<file path="src/rtl/alu_exec_pkg.sv">
// Shared encodings for the R-type execute/writeback unit: funct fields,
// FSM state encoding and multiplier iteration count.
package alu_exec_pkg;

    localparam int XLEN = 32;

    localparam logic [2:0] F3_ADD_SUB = 3'b000;
    localparam logic [2:0] F3_SLL     = 3'b001;
    localparam logic [2:0] F3_SLT     = 3'b010;
    localparam logic [2:0] F3_SLTU    = 3'b011;
    localparam logic [2:0] F3_XOR     = 3'b100;
    localparam logic [2:0] F3_SRL_SRA = 3'b101;
    localparam logic [2:0] F3_OR      = 3'b110;
    localparam logic [2:0] F3_AND     = 3'b111;
    localparam logic [2:0] F3_MUL     = 3'b000;

    localparam logic [6:0] F7_BASE   = 7'b0000000;
    localparam logic [6:0] F7_ALT    = 7'b0100000;
    localparam logic [6:0] F7_MULDIV = 7'b0000001;

    typedef enum logic [1:0] {
        ST_IDLE  = 2'b00,
        ST_SHIFT = 2'b01,
        ST_MUL   = 2'b10,
        ST_WB    = 2'b11
    } state_e;

    localparam int         MUL_ITERS    = 32;
    localparam logic [4:0] MUL_LAST_CNT = 5'(MUL_ITERS - 1);

endpackage

</file>
<file path="src/rtl/alu_exec_unit_alu_comb.sv">
// Purely combinational single-cycle R-type operations
// (ADD/SUB/SLT/SLTU/XOR/OR/AND); shift encodings yield zero here.
module alu_comb
    import alu_exec_pkg::*;
(
    input  logic [XLEN-1:0] a,
    input  logic [XLEN-1:0] b,
    input  logic [2:0]      funct3,
    input  logic            alt,
    output logic [XLEN-1:0] result
);

    // Select the single-cycle result by funct3; alt turns ADD into SUB
    always_comb begin
        result = {XLEN{1'b0}};
        case (funct3)
            F3_ADD_SUB: begin
                if (alt) begin
                    result = a - b;
                end else begin
                    result = a + b;
                end
            end
            F3_SLT:  result = {{(XLEN-1){1'b0}}, ($signed(a) < $signed(b))};
            F3_SLTU: result = {{(XLEN-1){1'b0}}, (a < b)};
            F3_XOR:  result = a ^ b;
            F3_OR:   result = a | b;
            F3_AND:  result = a & b;
            default: result = {XLEN{1'b0}};
        endcase
    end

endmodule

</file>
<file path="src/rtl/alu_exec_unit.sv">
// Multi-cycle R-type execute/writeback stage: latches register-file operands,
// runs single-cycle, iterative shift or shift-add multiply, then one write-back.
module alu_exec_unit
    import alu_exec_pkg::*;
(
    input  logic            Clk,
    input  logic            Reset,
    input  logic            InValid,
    output logic            InReady,
    input  logic [2:0]      Funct3,
    input  logic [6:0]      Funct7,
    input  logic [4:0]      Rs1,
    input  logic [4:0]      Rs2,
    input  logic [4:0]      Rd,
    output logic [4:0]      ReadReg1,
    output logic [4:0]      ReadReg2,
    input  logic [XLEN-1:0] ReadData1,
    input  logic [XLEN-1:0] ReadData2,
    output logic [4:0]      WriteReg,
    output logic [XLEN-1:0] WriteData,
    output logic            RegWrite,
    output logic            Done,
    output logic            Illegal
);

    state_e          state_q, state_d;
    logic [XLEN-1:0] a_q, a_d;
    logic [XLEN-1:0] b_q, b_d;
    logic [XLEN-1:0] acc_q, acc_d;
    logic [4:0]      cnt_q, cnt_d;
    logic [4:0]      rd_q, rd_d;
    logic            shl_q, shl_d;
    logic            arith_q, arith_d;
    logic [4:0]      write_reg_q, write_reg_d;
    logic [XLEN-1:0] write_data_q, write_data_d;
    logic            reg_write_q, reg_write_d;
    logic            done_q, done_d;
    logic            illegal_q, illegal_d;

    logic            in_ready_s;
    logic            accept_s;
    logic            base_op_s;
    logic            is_shift_s;
    logic            is_mul_s;
    logic [XLEN-1:0] alu_result_s;
    logic [XLEN-1:0] shl_s;
    logic [XLEN-1:0] shr_s;
    logic [XLEN-1:0] shifted_s;
    logic [XLEN-1:0] mul_acc_s;
    logic            wb_fire_s;
    logic            wb_illegal_s;
    logic [4:0]      wb_rd_s;
    logic [XLEN-1:0] wb_data_s;

    assign ReadReg1   = Rs1;
    assign ReadReg2   = Rs2;
    assign in_ready_s = (state_q == ST_IDLE) && !Reset;
    assign InReady    = in_ready_s;
    assign accept_s   = InValid && in_ready_s;

    assign base_op_s  = (Funct7 == F7_BASE) || (Funct7 == F7_ALT);
    assign is_shift_s = base_op_s && ((Funct3 == F3_SLL) || (Funct3 == F3_SRL_SRA));
    assign is_mul_s   = (Funct7 == F7_MULDIV) && (Funct3 == F3_MUL);

    assign shl_s     = {a_q[XLEN-2:0], 1'b0};
    assign shr_s     = {arith_q & a_q[XLEN-1], a_q[XLEN-1:1]};
    assign mul_acc_s = acc_q + (b_q[0] ? a_q : {XLEN{1'b0}});

    assign WriteReg  = write_reg_q;
    assign WriteData = write_data_q;
    assign RegWrite  = reg_write_q;
    assign Done      = done_q;
    assign Illegal   = illegal_q;

    alu_comb u_alu_comb (
        .a      (ReadData1),
        .b      (ReadData2),
        .funct3 (Funct3),
        .alt    (Funct7[5]),
        .result (alu_result_s)
    );

    // Next-state, datapath iteration and write-back strobe generation
    always_comb begin
        state_d      = state_q;
        a_d          = a_q;
        b_d          = b_q;
        acc_d        = acc_q;
        cnt_d        = cnt_q;
        rd_d         = rd_q;
        shl_d        = shl_q;
        arith_d      = arith_q;
        write_reg_d  = write_reg_q;
        write_data_d = write_data_q;
        reg_write_d  = 1'b0;
        done_d       = 1'b0;
        illegal_d    = 1'b0;
        wb_fire_s    = 1'b0;
        wb_illegal_s = 1'b0;
        wb_rd_s      = rd_q;
        wb_data_s    = {XLEN{1'b0}};
        shifted_s    = shl_q ? shl_s : shr_s;

        case (state_q)
            ST_IDLE: begin
                if (accept_s) begin
                    a_d     = ReadData1;
                    b_d     = ReadData2;
                    rd_d    = Rd;
                    shl_d   = (Funct3 == F3_SLL);
                    arith_d = Funct7[5];
                    wb_rd_s = Rd;
                    if (is_shift_s) begin
                        cnt_d = ReadData2[4:0];
                        if (ReadData2[4:0] == 5'd0) begin
                            wb_fire_s = 1'b1;
                            wb_data_s = ReadData1;
                        end else begin
                            state_d = ST_SHIFT;
                        end
                    end else if (base_op_s) begin
                        wb_fire_s = 1'b1;
                        wb_data_s = alu_result_s;
                    end else if (is_mul_s) begin
                        acc_d   = {XLEN{1'b0}};
                        cnt_d   = 5'd0;
                        state_d = ST_MUL;
                    end else begin
                        wb_fire_s    = 1'b1;
                        wb_illegal_s = 1'b1;
                    end
                end else begin
                    state_d = ST_IDLE;
                end
            end
            ST_SHIFT: begin
                a_d   = shifted_s;
                cnt_d = cnt_q - 5'd1;
                if (cnt_q == 5'd1) begin
                    wb_fire_s = 1'b1;
                    wb_data_s = shifted_s;
                end else begin
                    state_d = ST_SHIFT;
                end
            end
            ST_MUL: begin
                acc_d = mul_acc_s;
                a_d   = shl_s;
                b_d   = {1'b0, b_q[XLEN-1:1]};
                cnt_d = cnt_q + 5'd1;
                if (cnt_q == MUL_LAST_CNT) begin
                    wb_fire_s = 1'b1;
                    wb_data_s = mul_acc_s;
                end else begin
                    state_d = ST_MUL;
                end
            end
            ST_WB: begin
                state_d = ST_IDLE;
            end
            default: begin
                state_d = ST_IDLE;
            end
        endcase

        // Outputs are registered on entry to WB so they line up with that cycle
        if (wb_fire_s) begin
            state_d      = ST_WB;
            done_d       = 1'b1;
            illegal_d    = wb_illegal_s;
            reg_write_d  = !wb_illegal_s && (wb_rd_s != 5'd0);
            write_reg_d  = wb_rd_s;
            write_data_d = wb_data_s;
        end else begin
            done_d      = 1'b0;
            illegal_d   = 1'b0;
            reg_write_d = 1'b0;
        end
    end

    // State and output registers with synchronous reset
    always_ff @(posedge Clk) begin
        if (Reset) begin
            state_q      <= ST_IDLE;
            a_q          <= {XLEN{1'b0}};
            b_q          <= {XLEN{1'b0}};
            acc_q        <= {XLEN{1'b0}};
            cnt_q        <= 5'd0;
            rd_q         <= 5'd0;
            shl_q        <= 1'b0;
            arith_q      <= 1'b0;
            write_reg_q  <= 5'd0;
            write_data_q <= {XLEN{1'b0}};
            reg_write_q  <= 1'b0;
            done_q       <= 1'b0;
            illegal_q    <= 1'b0;
        end else begin
            state_q      <= state_d;
            a_q          <= a_d;
            b_q          <= b_d;
            acc_q        <= acc_d;
            cnt_q        <= cnt_d;
            rd_q         <= rd_d;
            shl_q        <= shl_d;
            arith_q      <= arith_d;
            write_reg_q  <= write_reg_d;
            write_data_q <= write_data_d;
            reg_write_q  <= reg_write_d;
            done_q       <= done_d;
            illegal_q    <= illegal_d;
        end
    end

endmodule

</file>
<file path="config.mk">
export PLATFORM = sky130hd
export DESIGN_NAME = alu_exec_unit
export DESIGN_NICKNAME = d
export VERILOG_FILES = /design/src/rtl/alu_exec_pkg.sv /design/src/rtl/alu_exec_unit_alu_comb.sv /design/src/rtl/alu_exec_unit.sv
export SDC_FILE = /design/constraint.sdc
export NUM_CORES = 1
export LEC_CHECK = 0
export BUFFER_PORTS_ARGS = -buffer_cell sky130_fd_sc_hd__buf_4
export CAP_MARGIN = 20
export CORE_ASPECT_RATIO = 1.4
export CORE_MARGIN = 2
export CORE_UTILIZATION = 30
export DETAILED_ROUTE_END_ITERATION = 12
export HOLD_SLACK_MARGIN = 0.12
export PLACE_DENSITY = 0.46
export SLEW_MARGIN = 20
export SYNTH_ARGS = -nofsm -noshare
export SYNTH_HDL_FRONTEND = slang
export SYNTH_SLANG_ARGS = --single-unit
</file>
<file path="constraint.sdc">
create_clock -name Clk -period 3.9 [get_ports Clk]
set_clock_uncertainty 0.2 [all_clocks]
set_input_delay 0.39 -clock Clk [delete_from_list [all_inputs] [get_ports Clk]]
set_output_delay 0.39 -clock Clk [all_outputs]
set_load 0.01 [all_outputs]
</file>
Yosys cells after proc, flatten, opt, wreduce, memory -nomap -nowiden
Cells that the tools add are included.

word-level totals
  word-level logic and storage cells = 122
  output and inout port bits = 51
  input port bits = 92
  register bits after elaboration = 150

operators by class
  $add $sub $neg = 5
  equality and inequality tests = 25
  bitwise logic cells = 5
  reduce and logical (&&, ||, !) cells = 23
  multiplexer cells = 49
  $lt $le $gt $ge = 2

operator list
  kind                                                  count
  two-way mux 32 bit                                    15
  case mux 32 bit (3 select lines)                      2
  case mux 32 bit (6 select lines)                      1
  case mux 32 bit (2 select lines)                      2
  adder 32 bit                                          2
  < comparator 32 bit                                   2
  bitwise AND 32 bit                                    1
  bitwise OR 32 bit                                     1
  subtractor 32 bit                                     1
  XOR 32 bit                                            1
  two-way mux 5 bit                                     6
  two-way mux 2 bit                                     8
  != test 5 bit (second input constant)                 3
  case mux 5 bit (3 select lines)                       1
  equality test 3 bit (second input constant)           4
  two-way mux 1 bit                                     12
  != test 3 bit (second input constant)                 4
  AND reduction 5 bit                                   2
  != test 2 bit (second input constant)                 4
  case mux 2 bit (4 select lines)                       1
  equality test 7 x 1 -> 1 bit (second input constant)  1
  equality test 7 x 6 -> 1 bit (second input constant)  1
  zero test 7 bit                                       1
  equality test 3 x 2 -> 1 bit (second input constant)  2
  other kinds (22)                                      31

Logic depth before layout (Yosys ltp)
Gate-level depths: netlist (run 1).

  depth in word-level cells = 9
  mapped depth = 14
  mapped depth without buffers = 13

Hierarchy
From an unflattened synthesis (run 1), not the netlist that was laid out.

second synthesis, totals
  cell total of the unflattened synthesis = 2044
  area total of the unflattened synthesis = 14878.0 µm²

modules (own cells, without submodules)
  module         cells an instance  area an instance (µm²)  sequential area each (µm²)  times used
  alu_exec_unit  1206               9484.1                  3002.9                      1
  alu_comb       838                5393.9                  0.0                         1

Worst setup path before layout (run 1)
No wires, ideal clock.

  path type = reg-to-reg
  start = reg b_q[0]
  end = reg write_data_q[26] (netlist: WriteData[26])
  data arrival time = 3.138 ns
  stages on the path, launching flop included = 15
  path slack = 0.472 ns
  data required time = 3.609 ns
  period minus slack after synthesis = 3.428 ns
  cell sequence = dfxtp_1 > clkbuf_1 > and2_1 > ha_1 > fa_1 > a211oi_1 > o21ai_1 > o31ai_2 > o31ai_1 > a21bo_2 > a21bo_2 > a21oi_1 > xnor2_1 > nand2_1 > a311oi_1

between the ends
  longest elaborated chain between the ends = 4

RTL lines
  what                              line                  text
  from (decl)                       alu_exec_unit.sv:28   logic [XLEN-1:0] b_q, b_d;
  from (signal assigned)            alu_exec_unit.sv:186  b_q <= {XLEN{1'b0}};
  two-way mux 32 bit                alu_exec_unit.sv:67   assign mul_acc_s = acc_q + (b_q[0] ? a_q : {XLEN{1'b0}});
  adder 32 bit                      alu_exec_unit.sv:67
  two-way mux 32 bit                alu_exec_unit.sv:151  if (cnt_q == MUL_LAST_CNT) begin
  case mux 32 bit (3 select lines)  alu_exec_unit.sv:104  case (state_q)
  to (signal assigned)              alu_exec_unit.sv:193  write_data_q <= {XLEN{1'b0}};
  to (signal assigned)              alu_exec_unit.sv:207  write_data_q <= write_data_d;
  to (decl)                         alu_exec_unit.sv:35   logic [XLEN-1:0] write_data_q, write_data_d;

Every way passes these cells.
A chain may end at the register's enable or synchronous reset.

Worst setup path in the final report (run 1)
  start = in ReadData2[9]
  end = reg write_data_q[24] (netlist: WriteData[24])

between the ends
  longest elaborated chain between the ends = 7
  elaborated cells between the ends (all ways) = 8

RTL lines
  what                                                      line                                                        text
  from (decl)                                               alu_exec_unit.sv:18                                         input logic [XLEN-1:0] ReadData2,
  adder 32 bit / subtractor 32 bit (equally long branches)  alu_exec_unit_alu_comb.sv:21, alu_exec_unit_alu_comb.sv:19
  two-way mux 32 bit *                                      alu_exec_unit_alu_comb.sv:18                                if (alt) begin
  case mux 32 bit (6 select lines) *                        alu_exec_unit_alu_comb.sv:16                                case (funct3)
  two-way mux 32 bit *                                      alu_exec_unit.sv:121                                        end else if (base_op_s) begin
  two-way mux 32 bit *                                      alu_exec_unit.sv:113                                        if (is_shift_s) begin
  two-way mux 32 bit *                                      alu_exec_unit.sv:106                                        if (accept_s) begin
  case mux 32 bit (3 select lines) *                        alu_exec_unit.sv:104

Every way passes the cells marked *; elsewhere a longest branch is shown, timed or not.

==> results.md, run 1 <==
* # diodes at 0
* Max incr delay on CP at 0.53 ns
* Worst EP required at 4.00 ns
* IO Count at 143
* Initial Util at 30.3%
* Register-to-Register Setup Slack at roughly 0.30 ns
* Final Util at between 30 and 40%
* Worst hold path stage count at 3
* Final setup viols at 0
* P&R area growth vs syn at 17.2%
* Worst-Skew Late Latency at 0.46 ns
* Synth top area share at around 21%
* Post-synthesis sequential area ratio at roughly a fifth
* Fin. Hold Viols at 0
* Psw at 2.58 mW
* Root buf cell: clkbuf_16
* Buffer depth of the longest clock path at 2
* Initial antenna violation count at 0
* Worst path slowest cell: dlygate4sd3_1
* Core ar. at 0.0479 mm^2
* Capturing point of the worst reg2reg path: WriteData[30]
* Remaining antenna violation count after routing at 0
* CTS tree: done
* Status: completed
* Worst Hold Class: in -> reg
* R2R cell count at 13
* DPL Wire Length at 43,700 um
* Slew @ Worst Pin at 0.912 ns
* First-pass GRT wire length at 87,500 um
* # nets final at 2,271
* Mapped Nets at 2,175
* Ys async rst share at 0%
* Pwr Density at 359 mW/mm^2
* Synth top area cells: dfxtp_1 (21%), ha_1 (12%), nor2_1 (6.9%)
* Max FO, Critical Path at 9
* CP Capture Type: register
* Combinational power share at 39.0%
* Initial DRC Count at 1,278
* Place WS at 0.0386 ns
* Most numerous cell in the Yosys netlist: nor2_1
* Most used DFF post-synth: dfxtp_1
* Max Cap Viol at 0
* Crit path cell chain: dlygate4sd3_1 > buf_4 > inv_1 > ha_2 > a21oi_1 > o21ai_0 > a21o_1 > a211o_1 > a41o_1 > a211oi_1 > o221ai_1 > xnor2_1 > a221oi_1 > nor3_1
* Final Total Pwr at 6.10 mW
* Cell variety after synth at 95
* DIE WIDTH at ~190 um
* Period utilization at 96.2%
* Crit path launch type: input port
* Clk slew on worst S/H paths at roughly 0.080 ns
* Die Ht at 264 um
* Slew Limit Fails at 0
* Largest net degree at the start of global routing at 65
* Final RePlAce weighted congestion at slightly above 0.9
* CTS buffer count at 17
* I/O Buffers at 122
* RSZ-0062 raised after global routing: no
* Final WS setup at 0.148 ns
* Mapped Area at 0.0145 mm^2
* Total global routing overflow at 0
* Routed length per instance at between 20 and 25 um
* Critical path arrival at approximately 3.9 ns
* Sw frac at between 40% and 50%
* Worst r2r src: b_q[0]
* #FFs+latches synth at 150
* Post-synth top area cell: dfxtp_1
* Syn Area/Cell at roughly 7.5 um^2
* Clock H-tree levels at 4
* Shortest period the worst path allows at 3.75 ns
* Seq pwr share at 32.7%
* Vias in the first global route at 14.3k
* Drt total wl at approximately 57,000 um
* Clock sinks at 150
* Full die area at 0.0502 mm^2
* Synth Warn # at 0
* EDFF count, synth at 0
* Internal Pwr Total at 3.52 mW
* DR vias/cell at 5.55
* Crit path kind: in -> reg
* Clock share of power at 28.3%
* HP Start: ReadData2[26]
* Hold Crit Endpoint: b_q[26]
* Maximum clock rate at 0.267 GHz
* Via count at 14.9k
* Max IR drop VDD at 0.292 mV
* Slew headroom at 39.2%
* Top post-synthesis cells by count: nor2_1 (266), a21oi_1 (165), dfxtp_1 (150)
* Total track usage at 22.5%
* Post-Syn Instances at 1,944
* DRC at 0
* Cell Rows at 95
* Setup bufs post-CTS at 0
* Drt pass-1 iters at 5
* Fin Setup TNS at 0 ns
* Fraction of layout cells with a size suffix above 1 at 13.5%
* Pleak at about 7.1 nW
## metrics by stage
stage	std cells	hold WS, ns	instance area (um^2)
final	2683	0.135	17000
after global routing	2683	0.145	17000
after CTS	2683	0.121	17000
after detailed placement	2620	0.253	16100
after global placement	2620	0.245	16100
after floorplan	1944	0.236	14500
## logic make-up after synthesis
logic type / share of synthesized area [%]
AOI/OAI and AO/OA: 30.0
and+or+nand+nor: 18.3
buffers and inverters: 8.74
DFF: 20.7
adders and majority gates: 12.1
muxes: 6.91
xor gates and xnor gates: 3.20
## what timing repair did
| action | CTS | global route |
|---|---|---|
| hold buffers | 31 | 0 |
| endpoints found under the hold margin | 31 | 0 |
| resized for setup | 0 | 8 |
| setup endpoints to repair | 0 | 11 |
## flip-flops by register name, summed over array words and instances (netlist names)
signal     flops
Done           1
WriteReg       5
RegWrite       1
WriteData     32
cnt_q          5
acc_q         32
arith_q        1
a_q           32
Illegal        1
state_q        2
b_q           32
rd_q           5
shl_q          1
## layer usage
layer	vias up	part of all wire, %	global-route usage, %
li1	7217	-	-
met1	7226	46	30.2
met2	395	48	38.0
met3	62	3.7	1.91
met4	0	2.5	6.98
met5	-	0	0
## power by group through the flow
stage                     clock network, mW  registers, mW  logic (mW)
after floorplan                           0           1.95        1.56
after global placement                    0           2.03        2.31
after detailed placement                  0           2.03        2.32
after CTS                              1.77           2.00        2.36
after global routing                   1.82           2.03        2.60
final                                  1.73           2.00        2.38
## worst max-delay path: cells and delay by family
family,cells,cell delay [ns]
simple gates,1,0.08
compound gates,8,2.09
xor+xnor,1,0.21
buf+inv,3,0.74
fa+ha+maj,1,0.33
## area by class of cell
type	count	area (um^2)
well taps	630	788
flip-flops and latches	150	3000
clock inverters	15	153
inverters	127	477
fillers	5122	30900
clock buffers	17	425
multi-input cells	1516	10300
repair buffers	228	1850
## worst max path at each step
stage	start	to	slack, ns	cells after the start
2_1_floorplan	b_q[0]	WriteData[26]	0.47	14
3_3_place_gp	ReadData2[4]	WriteData[0]	0.07	14
3_5_place_dp	ReadData1[0]	WriteData[0]	0.04	15
4_1_cts	ReadData2[5]	WriteData[29]	0.07	16
5_1_grt	ReadData2[9]	WriteData[24]	0.002	14
6_report	ReadData2[9]	WriteData[24]	0.15	14
## cell usage in the layout (no fill, tap or decap), drive strengths merged, types with 6 or more instances in the layout
| master | n |
|---|---|
| nand3 | 34 |
| nor2 | 266 |
| and2 | 38 |
| or2 | 6 |
| a311oi | 10 |
| xor2 | 14 |
| ha | 136 |
| o31ai | 12 |
| mux2i | 98 |
| dfxtp | 150 |
| a22oi | 84 |
| o22ai | 27 |
| xnor2 | 39 |
| nand2 | 114 |
| nand4 | 11 |
| a21oi | 166 |
| a31oi | 11 |
| nor2b | 17 |
| o21a | 6 |
| a2111oi | 8 |
| a211oi | 93 |
| clkbuf | 17 |
| o211ai | 13 |
| inv | 136 |
| o21ai | 85 |
| buf | 197 |
| o221ai | 9 |
| a32oi | 6 |
| o21bai | 9 |
| nor3 | 47 |
| nor4 | 12 |
| dlygate4sd3 | 31 |
| a21o | 35 |
| nand2b | 8 |
| a221oi | 19 |
Note: power is estimated with default switching activity, not from simulation.
==> run 2: changes to the inputs <==
--- a/config.mk
+++ b/config.mk
@@ -8,7 +8,7 @@
 export BUFFER_PORTS_ARGS = -buffer_cell sky130_fd_sc_hd__buf_4
 export CAP_MARGIN = 20
 export CORE_ASPECT_RATIO = 1.4
-export CORE_MARGIN = 2
+export CORE_MARGIN = 4
 export CORE_UTILIZATION = 30
 export DETAILED_ROUTE_END_ITERATION = 12
 export HOLD_SLACK_MARGIN = 0.12
==> run 2 against run 1 <==
  * Worst setup slack better by 0.024 ns
  * Via count is 0.87% lower
  * Clock-buffer cell count unchanged
  * Power rose by 2.5%
  * Core utilization rose by 0.052 points
  * Sequential power about the same
  * Worst hold slack worse by 0.0075 ns
  * Register-to-register slack hardly changed
  * First-iteration DRC count up 2.9%
  * Final cell count down 0.34%
  * Sequential share of layout area about the same
  * Global-route usage shrank 1.5 points
  * Largest cell class unchanged
==> results.md, run 2 (synthesis results as in run 1) <==
* Pwr Density at 367 mW/mm^2 (+2.4%)
* Slew headroom at 45.6% (+6.5 points)
* Worst hold path stage count at 3 (unchanged)
* Die Ht at 268 um (+1.5%)
* CTS tree: done
* Cell Rows at 95 (unchanged)
* P&R area growth vs syn at 17.3%
* Worst Hold Class: in -> reg
* R2R cell count at 13 (unchanged)
* Fill count at 5,059 (-1.2%)
* Worst EP required at 4.00 ns (about the same)
* Largest net degree at the start of global routing at 151 (+130%)
* Initial antenna violation count at 0 (unchanged)
* Top Metal Used: met4
* IO Count at 143 (unchanged)
* DRC at 0 (unchanged)
* Status: completed
* Most frequent cells in the layout: nor2_1 (263), buf_4 (183), a21oi_1 (164)
* Final RePlAce weighted congestion at 0.927 (+1.7%)
* Root buf cell: clkbuf_16
* Crit path launch type: input port
* Slew @ Worst Pin at 0.814 ns (-0.0978 ns)
* RSZ-0062 raised after global routing: yes
* Max FO, Critical Path at 8 (-1)
* WL met3 at 2500 um (+18%)
* Drt total wl at 56,900 um (-0.75%)
* Shortest period the worst path allows at 3.73 ns (-0.0243 ns)
* Cell Count, Final, Fillers Out at 2,674 (-0.34%)
* Psw at 2.56 mW (-0.89%)
* Initial DRC Count at 1,315 (+2.9%)
* Setup bufs post-CTS at 0 (unchanged)
* Fraction of layout cells with a size suffix above 1 at 13.5% (-0.038 points)
* DR vias/cell at 5.52 (-0.53%)
* Maximum clock rate at 0.268 GHz (+0.65%)
* Slew Limit Fails at 0 (unchanged)
* Clock sinks at 150 (unchanged)
* Total global routing overflow at 0 (unchanged)
* Final WS setup at 0.172 ns (+0.0243 ns)
* Clock share of power at 30.2% (+1.9 points)
* Worst r2r src: b_q[0]
* Register-to-Register Setup Slack at 0.29 ns (about the same)
* Seq pwr share at 32.0% (-0.7 points)
* Fin Setup TNS at 0 ns (unchanged)
* DPL Wire Length at 43,000 um (-1.5%)
* Clock H-tree levels at 4 (unchanged)
* Worst-Skew Late Latency at 0.46 ns (about the same)
* Initial Util at 30.3% (unchanged)
* Final Util at 35.6% (+0.052 points)
* Cell count after placement at 2,612 (-0.31%)
* Period utilization at 95.6% (-0.62 points)
* Core ar. at 0.0479 mm^2 (unchanged)
* I/O Buffers at 122 (unchanged)
* Routed length per instance at 21.3 um (-0.41%)
* Commonest non-fill, non-tap cell in the layout: nor2_1
* Met1 Wirelength at 25,700 um (-1.8%)
* Clk slew on worst S/H paths at 0.08 ns (about the same)
* Remaining antenna violation count after routing at 0 (unchanged)
* CP startpoint: ReadData2[8]
* CTS buffer count at 17 (unchanged)
* Buffer depth of the longest clock path at 2 (unchanged)
* Critical path arrival at 3.83 ns (-0.03 ns)
* Via count at 14.8k (-0.87%)
* Final Hold Slack at 0.128 ns (-0.00747 ns)
* Dpl cell area at 0.0160 mm^2 (-0.30%)
* CP Capture Type: register
* Combinational power share at 37.8% (-1.2 points)
* # nets final at 2,262 (-0.40%)
* Place WS at 0.0463 ns (+0.00771 ns)
* Final Total Pwr at 6.26 mW (+2.5%)
* Wire length on met2 at 27,200 um (-1.4%)
* Capturing point of the worst reg2reg path: WriteData[30]
* HP Start: ReadData2[6]
* Drt pass-1 iters at 8 (+3)
* Hold Crit Endpoint: b_q[6]
* DIE WIDTH at 194 um (+2.1%)
* Design Area, Final at 0.0170 mm^2 (+0.15%)
* Sw frac at 40.9% (-1.4 points)
* # diodes at 0 (unchanged)
* Final setup viols at 0 (unchanged)
* Fin. Hold Viols at 0 (unchanged)
* Max Cap Viol at 0 (unchanged)
* Pleak at 7.06 nW (-0.23%)
* Total track usage at 21.0% (-1.5 points)
* First-pass GRT wire length at 86,400 um (-1.2%)
* Full die area at 0.0520 mm^2 (+3.7%)
* Vias in the first global route at 14.1k (-1.6%)
* Crit path kind: in -> reg
* Internal Pwr Total at 3.70 mW (+5.1%)
* Max IR drop VDD at 0.287 mV (-1.6%)
run 2: cell type report:
| class | count | area (um^2) | area share (%) |
|---|---|---|---|
| clock buffers | 17 | 425 | 2.50 |
| inverters | 127 | 477 | 2.80 |
| well taps | 630 | 788 | 4.62 |
| multi-input cells | 1516 | 10300 | 60.7 |
| repair buffers | 219 | 1790 | 10.5 |
| clock inverters | 15 | 210 | 1.23 |
| flip-flops and latches | 150 | 3000 | 17.6 |
run 2: critical path, stage by stage:
cell	delay, ns
dlygate4sd3_1	0.52
buf_4	0.11
inv_1	0.05
ha_1	0.45
nand2_2	0.10
or3_1	0.38
a31oi_1	0.24
o2111ai_2	0.26
a2111oi_4	0.51
o21a_1	0.16
or3_1	0.09
nand3_1	0.10
mux2i_2	0.32
a311oi_1	0.14
run 2: timing repair:
| action | CTS | global route |
|---|---|---|
| setup endpoints to repair | 0 | 9 |
| endpoints found under the hold margin | 30 | 0 |
| hold buffers | 30 | 0 |
| gates resized for setup | 0 | 14 |
run 2: power groups by stage:
stage               clock (mW)  sequential [mW]  combinational [mW]
floorplan                    0             1.95                1.56
global placement             0             2.02                2.31
detailed placement           0             2.03                2.31
CTS                       1.94             1.99                2.35
global route              1.97             2.03                2.59
finish                    1.89             2.00                2.37
run 2: routing by layer:
metal	up-vias	GRT usage, %
met5	-	0
met4	0	6.08
met3	74	1.98
met2	445	35.6
met1	7062	28.6
li1	7190	-
run 2: how the worst max path moves through the flow:
stage | to | slack (ns) | cells past startpoint
global placement | WriteData[0] | 0.08 | 14
floorplan | WriteData[26] | 0.47 | 14
global route | WriteData[21] | -0.03 | 16
finish | WriteData[26] | 0.17 | 14
CTS | WriteData[0] | 0.02 | 15
detailed placement | WriteData[0] | 0.05 | 14
